==> src/rtl/uart_pkg.sv <==
// Shared UART framing definitions for uart_rx and uart_tx.
// State encoding, default framing constants and the parity helper.
package uart_pkg;

    typedef enum logic [2:0] {
        IDLE,
        START,
        DATA,
        PARITY,
        STOP,
        BREAK
    } uart_state_e;

    localparam int DATA_BITS_DEF  = 8;
    localparam int OVERSAMPLE_DEF = 16;

    // XOR of all bits: 1 when the count of ones is odd
    function automatic logic parity_of(input logic [8:0] v);
        return ^v;
    endfunction

endpackage

==> src/rtl/bit_synchronizer.sv <==
// Two-flop synchronizer for a single asynchronous input.
// ResetVal sets the value both flops take while in reset.
module bit_synchronizer #(
    parameter logic ResetVal = 1'b1
) (
    input  logic clk,
    input  logic rst_n,
    input  logic d,
    output logic q
);

    logic meta;

    // two-stage capture of the async input
    always_ff @(posedge clk or negedge rst_n) begin
        if (!rst_n) begin
            meta <= ResetVal;
            q    <= ResetVal;
        end else begin
            meta <= d;
            q    <= meta;
        end
    end

endmodule

==> src/rtl/uart_rx.sv <==
// Oversampling UART receiver with a valid/ready byte output.
// Define UART_RX_PARITY_EN to add an even-parity bit and parity_error.
module uart_rx
    import uart_pkg::*;
#(
    parameter int DataBits   = DATA_BITS_DEF,
    parameter int Oversample = OVERSAMPLE_DEF
) (
    input  logic                clk,
    input  logic                rst_n,
    input  logic                sample_tick,
    input  logic                rxd,
    output logic [DataBits-1:0] data,
    output logic                valid,
    input  logic                ready,
    output logic                framing_error,
    output logic                overrun,
    output logic                busy
`ifdef UART_RX_PARITY_EN
    ,
    output logic                parity_error
`endif
);

    localparam int CW = $clog2(Oversample);
    localparam int IW = $clog2(DataBits);
    localparam logic [CW-1:0] HALF = CW'(Oversample / 2 - 1);
    localparam logic [CW-1:0] FULL = CW'(Oversample - 1);
    localparam logic [IW-1:0] LAST = IW'(DataBits - 1);

    uart_state_e         state, state_n;
    logic [CW-1:0]       cnt, cnt_n;
    logic [IW-1:0]       idx, idx_n;
    logic [DataBits-1:0] shift, shift_n;
    logic                line;
    logic                done_ok;
    logic                done_bad;
    logic                good;
`ifdef UART_RX_PARITY_EN
    logic                pbit, pbit_n;
    logic                par_bad;
`endif

    bit_synchronizer #(.ResetVal(1'b1)) u_sync (
        .clk   (clk),
        .rst_n (rst_n),
        .d     (rxd),
        .q     (line)
    );

    assign busy = (state != IDLE);

    // state register
    always_ff @(posedge clk or negedge rst_n) begin
        if (!rst_n) state <= IDLE;
        else        state <= state_n;
    end

    // frame sequencing, evaluated only on oversample ticks
    always_comb begin
        state_n  = state;
        cnt_n    = cnt;
        idx_n    = idx;
        shift_n  = shift;
        done_ok  = 1'b0;
        done_bad = 1'b0;
`ifdef UART_RX_PARITY_EN
        pbit_n   = pbit;
`endif
        if (sample_tick) begin
            unique case (state)
                IDLE: begin
                    if (!line) begin
                        state_n = START;
                        cnt_n   = '0;
                    end
                end
                START: begin
                    if (cnt == HALF) begin
                        cnt_n   = '0;
                        idx_n   = '0;
                        state_n = line ? IDLE : DATA;
                    end else begin
                        cnt_n = cnt + 1'b1;
                    end
                end
                DATA: begin
                    if (cnt == FULL) begin
                        cnt_n        = '0;
                        shift_n[idx] = line;
                        if (idx == LAST) begin
`ifdef UART_RX_PARITY_EN
                            state_n = PARITY;
`else
                            state_n = STOP;
`endif
                        end else begin
                            idx_n = idx + 1'b1;
                        end
                    end else begin
                        cnt_n = cnt + 1'b1;
                    end
                end
                PARITY: begin
`ifdef UART_RX_PARITY_EN
                    if (cnt == FULL) begin
                        cnt_n   = '0;
                        pbit_n  = line;
                        state_n = STOP;
                    end else begin
                        cnt_n = cnt + 1'b1;
                    end
`else
                    state_n = IDLE;
`endif
                end
                STOP: begin
                    if (cnt == FULL) begin
                        cnt_n = '0;
                        if (line) begin
                            state_n = IDLE;
                            done_ok = 1'b1;
                        end else begin
                            state_n  = BREAK;
                            done_bad = 1'b1;
                        end
                    end else begin
                        cnt_n = cnt + 1'b1;
                    end
                end
                BREAK: begin
                    if (line) state_n = IDLE;
                end
                default: state_n = IDLE;
            endcase
        end
    end

`ifdef UART_RX_PARITY_EN
    assign par_bad = parity_of(9'(shift)) ^ pbit;
    assign good    = done_ok && !par_bad;
`else
    assign good    = done_ok;
`endif

    // counters, shift register, output buffer and status pulses
    always_ff @(posedge clk or negedge rst_n) begin
        if (!rst_n) begin
            cnt           <= '0;
            idx           <= '0;
            shift         <= '0;
            data          <= '0;
            valid         <= 1'b0;
            framing_error <= 1'b0;
            overrun       <= 1'b0;
`ifdef UART_RX_PARITY_EN
            pbit          <= 1'b0;
            parity_error  <= 1'b0;
`endif
        end else begin
            cnt           <= cnt_n;
            idx           <= idx_n;
            shift         <= shift_n;
            framing_error <= done_bad;
            overrun       <= 1'b0;
`ifdef UART_RX_PARITY_EN
            pbit          <= pbit_n;
            parity_error  <= done_ok && par_bad;
`endif
            if (good) begin
                if (!valid || ready) begin
                    data  <= shift;
                    valid <= 1'b1;
                end else begin
                    overrun <= 1'b1;
                end
            end else if (valid && ready) begin
                valid <= 1'b0;
            end
        end
    end

endmodule

==> config.mk <==
export PLATFORM = sky130hd
export DESIGN_NAME = uart_rx
export DESIGN_NICKNAME = d
export VERILOG_FILES = /design/src/rtl/uart_pkg.sv /design/src/rtl/bit_synchronizer.sv /design/src/rtl/uart_rx.sv
export SDC_FILE = /design/constraint.sdc
export NUM_CORES = 1
export LEC_CHECK = 0
export CORE_ASPECT_RATIO = 1.75
export CORE_MARGIN = 8
export CORE_UTILIZATION = 50
export CTS_BUF_LIST = sky130_fd_sc_hd__clkbuf_2
export DETAILED_ROUTE_END_ITERATION = 10
export PLACE_DENSITY = 0.75
export SETUP_SLACK_MARGIN = 0.15
export SLEW_MARGIN = 20
export SYNTH_ARGS = -nofsm -noshare
export SYNTH_HDL_FRONTEND = slang
export SYNTH_SLANG_ARGS = --single-unit
==> constraint.sdc <==
create_clock -name clk -period 1.7 [get_ports clk]
set_input_delay 0.34 -clock clk [delete_from_list [all_inputs] [get_ports clk]]
set_output_delay 0.34 -clock clk [all_outputs]
set_load 0.1 [all_outputs]
==> flow_summary.json <==
{
  "post_synth_top_cells": "29 x dfrtp_1, 11 x o21ai_0, 10 x mux2_2",
  "synth_seq_area_share_pct": 51.03,
  "period_share_pct": 111.0,
  "die-area_sq_um": 5144,
  "drt_iter0_drc": 44,
  "syn_area_per_cell_sq_um": 11.64,
  "die_width_um": 57.75,
  "syn_to_final_growth_pct": 60.05,
  "syn-instance-count": 131,
  "timing.setup.critical_path_class": "reg -> reg",
  "hold_path.class": "in -> async",
  "setup_violations": 21,
  "rows": 26,
  "max_clock_freq_ghz": 0.5298,
  "total_nets_after_synthesis": 139,
  "detail_route.wirelength_mm": 4.503,
  "synthTopCellsByArea": "dfrtp_1 48%, mux2_2 7.4%, mux2_1 4.4%",
  "grt_setup_unrepaired": "true",
  "finish.utilization_pct": 83.38,
  "vias_in_the_first_global_route": 1437,
  "post-route-min-period_ns": 1.887,
  "dpl.hpwl_mm": 2.719,
  "cp_slowest_cell": "or3b_4",
  "placement.cell_area_sq_um": 2021,
  "synthDistinctLibCells": 40,
  "synth.most_common_cell": "dfrtp_1",
  "p_per_area_nw_per_um2": 1213,
  "violations": "setup timing",
  "cts_max_path_buffers": 2,
  "antenna_found_initial": 0,
  "main_combinational_cell_family_by_area_after_synthesis": "simple AND/OR/NAND/NOR gates",
  "ir_drop_uv": 1522,
  "cp_max_fo": 4,
  "clk_pin_slew_ns": 0.15,
  "fin_ws_ns": -0.1874,
  "cts.sink_count": 31,
  "crit_arrival_ns": 2.15,
  "design.portCount": 17,
  "post_synth_xor_area_fraction_pct": 0,
  "maximum_number_of_pins_on_one_net_before_global_route_repair": 17,
  "share_of_the_synthesized_area_in_the_top_cell_type_pct": 47.58,
  "holdWs_ns": 0.2885,
  "place.port_buffers": 16,
  "global_route.overflow_total": 0,
  "cts_inserted_buffers": 5,
  "route.detailed.drc": 0,
  "total_power_w": 0.002961,
  "syn_area_sq_um": 1525,
  "leakage_nw": 1.080,
  "clock_tree_from_tritoncts": "done",
  "drive_gt1_share_pct": 59.26,
  "status": "finished, violations left",
  "antenna_cells": 0,
  "antenna_violating_nets_remaining": 0,
  "yosys_warnings": 0,
  "gpl.final_weighted_congestion": 0.8772,
  "finalHoldViolCount": 0,
  "critical_path.endpoint_type": "flip-flop",
  "critical_path.cell_chain": "or3b_4 -> or3_4 -> nor3b_4 -> mux2_4",
  "synth-edff-count": 0,
  "floorplan.initialDensity_pct": 52.09,
  "worst-endpoint-required_ns": 1.96,
  "synth-simple-area-share_pct": 19.52,
  "grt_util_all_layers_pct": 17.93,
  "grt_first_pass_wirelength_mm": 6.996,
  "share_of_the_synthesized_area_in_compound_gates_ao_oa_aoi_oai_pct": 11.89,
  "setup_slack_placement_ns": -0.5215,
  "critPathLaunchType": "flip-flop",
  "core_area_sq_um": 2928,
  "synth_top_cell_by_area": "dfrtp_1",
  "route.detailed.wl_per_inst_um": 20.75,
  "worst_path_largest_cell_delay_ns": 0.43,
  "timing_worst_slew_pin_value_ns": 0.3048,
  "timing.slew.headroom_pct": 79.54,
  "synth.ff_latch_count": 31,
  "finalClockSkew_ns": 0.01347,
  "detail_route.vias_per_cell": 6.069,
  "clock_latency_ns": 0.38,
  "max_slew_violation_count": 0,
  "cts.root.buffer_cell": "clkbuf_2",
  "synth_ff_type": "dfrtp_1",
  "final_design_area_no_fill_sq_um": 2441,
  "synthArstFlopShare_pct": 100.0,
  "post_synth_fa_ha_maj_area_fraction_pct": 2.461,
  "synthMuxAreaShare_pct": 12.47,
  "final_net_count": 196,
  "detail_route.first_pass.iterations": 4,
  "dieHeight_um": 89.07,
  "cts_htree_levels": 2,
  "detailroute.via_count": 1317,
  "cap_violations": 0
}
==> sequential cells by signal, summed over array words and instances (netlist names) <==
name           cells
data               8
shift              8
cnt                4
idx                3
state              3
framing_error      1
overrun            1
u_sync.meta        1
u_sync.q           1
valid              1
==> routing by layer <==
| metal | up-vias | GRT usage, % | wire length (um) |
|---|---|---|---|
| li1 | 595 | - | - |
| met1 | 674 | 17.13 | 1639 |
| met2 | 38 | 34.95 | 2572 |
| met3 | 10 | 4.467 | 192 |
| met4 | 0 | 7.623 | 98 |
| met5 | - | 0 | 0 |
==> metrics by stage <==
stage	instances	TNS, ns
finish	217	-1.816
global route	217	-3.293
CTS	210	-1.520
detailed placement	193	-8.935
global placement	193	-7.569
floorplan	131	-0.6442
==> worst max-delay path: cells and delay by family, from the launching register on <==
family / cells / cell delay [ns]
and+or+nand+nor: 3 / 1.03
DFF: 1 / 0.42
muxes: 1 / 0.32
==> power by group <==
part           internal, W  switching, W  total [W]  leakage [nW]
clock            0.0000986      0.000237   0.000336        0.0281
combinational     0.000890      0.000813    0.00170         0.640
sequential        0.000822      0.000100   0.000922         0.413
==> area by class of cell <==
type / count / area, sq um
sequential: 31 / 782.0
tap: 28 / 35.03
fill: 148 / 486.7
timing repair buffer: 56 / 656.9
clock buffer: 6 / 30.03
inverter: 4 / 15.01
multi-input combinational: 90 / 914.6
clock inverter: 2 / 7.507
==> final timing paths <==
check / startpoint / end / slack, ns / cells past startpoint
worst max-delay path: state[2]$_DFFE_PN0P_ / shift[4]$_DFFE_PN0P_ / -0.19 / 4
worst min-delay path: rst_n / data[4]$_DFFE_PN0P_ / 0.29 / 2
worst max register to register: state[2]$_DFFE_PN0P_ / shift[4]$_DFFE_PN0P_ / -0.19 / 4
worst min register to register: u_sync.meta$_DFF_PN1_ / u_sync.q$_DFF_PN1_ / 0.37 / 0
max in group asynchronous: rst_n / u_sync.meta$_DFF_PN1_ / 1.17 / 2
min in group clk: rxd / u_sync.meta$_DFF_PN1_ / 0.34 / 1
==> layout by cell type, fill, tap and decap left out, types with 2 or more instances in the layout <==
cell type,instances
or2_2,2
o31ai_2,2
buf_12,12
a22o_1,3
nor3b_4,2
dfstp_2,2
nor3b_2,2
clkinv_1,2
mux2_4,14
nand3b_1,2
o21ai_1,5
o211ai_1,2
buf_4,24
nor2_1,3
clkbuf_2,6
clkdlybuf4s50_1,3
nand4_1,3
nor3_2,3
buf_6,14
or3_4,3
dfrtp_1,26
nand3_1,3
nand2_1,6
dfrtp_2,3
a21o_1,2
inv_1,3
o21ai_2,4
or3b_4,2
==> cells by family (layout without fill, tap and decap cells) <==
logic type | after synthesis | in the layout
AND/OR/NAND/NOR | 44 | 44
flip-flops | 31 | 31
AO/OA/AOI/OAI | 26 | 26
multiplexers | 17 | 17
buffers and inverters | 10 | 68
adder cells (fa/ha/maj) | 3 | 3
==> what timing repair did <==
item,in CTS,in global routing
hold buffers,0,0
setup endpoints to repair,27,27
cloned,0,1
buffers inserted,9,6
pin swaps,11,11
resized for setup,46,21
No activity file was read; power rests on OpenSTA's default activity.
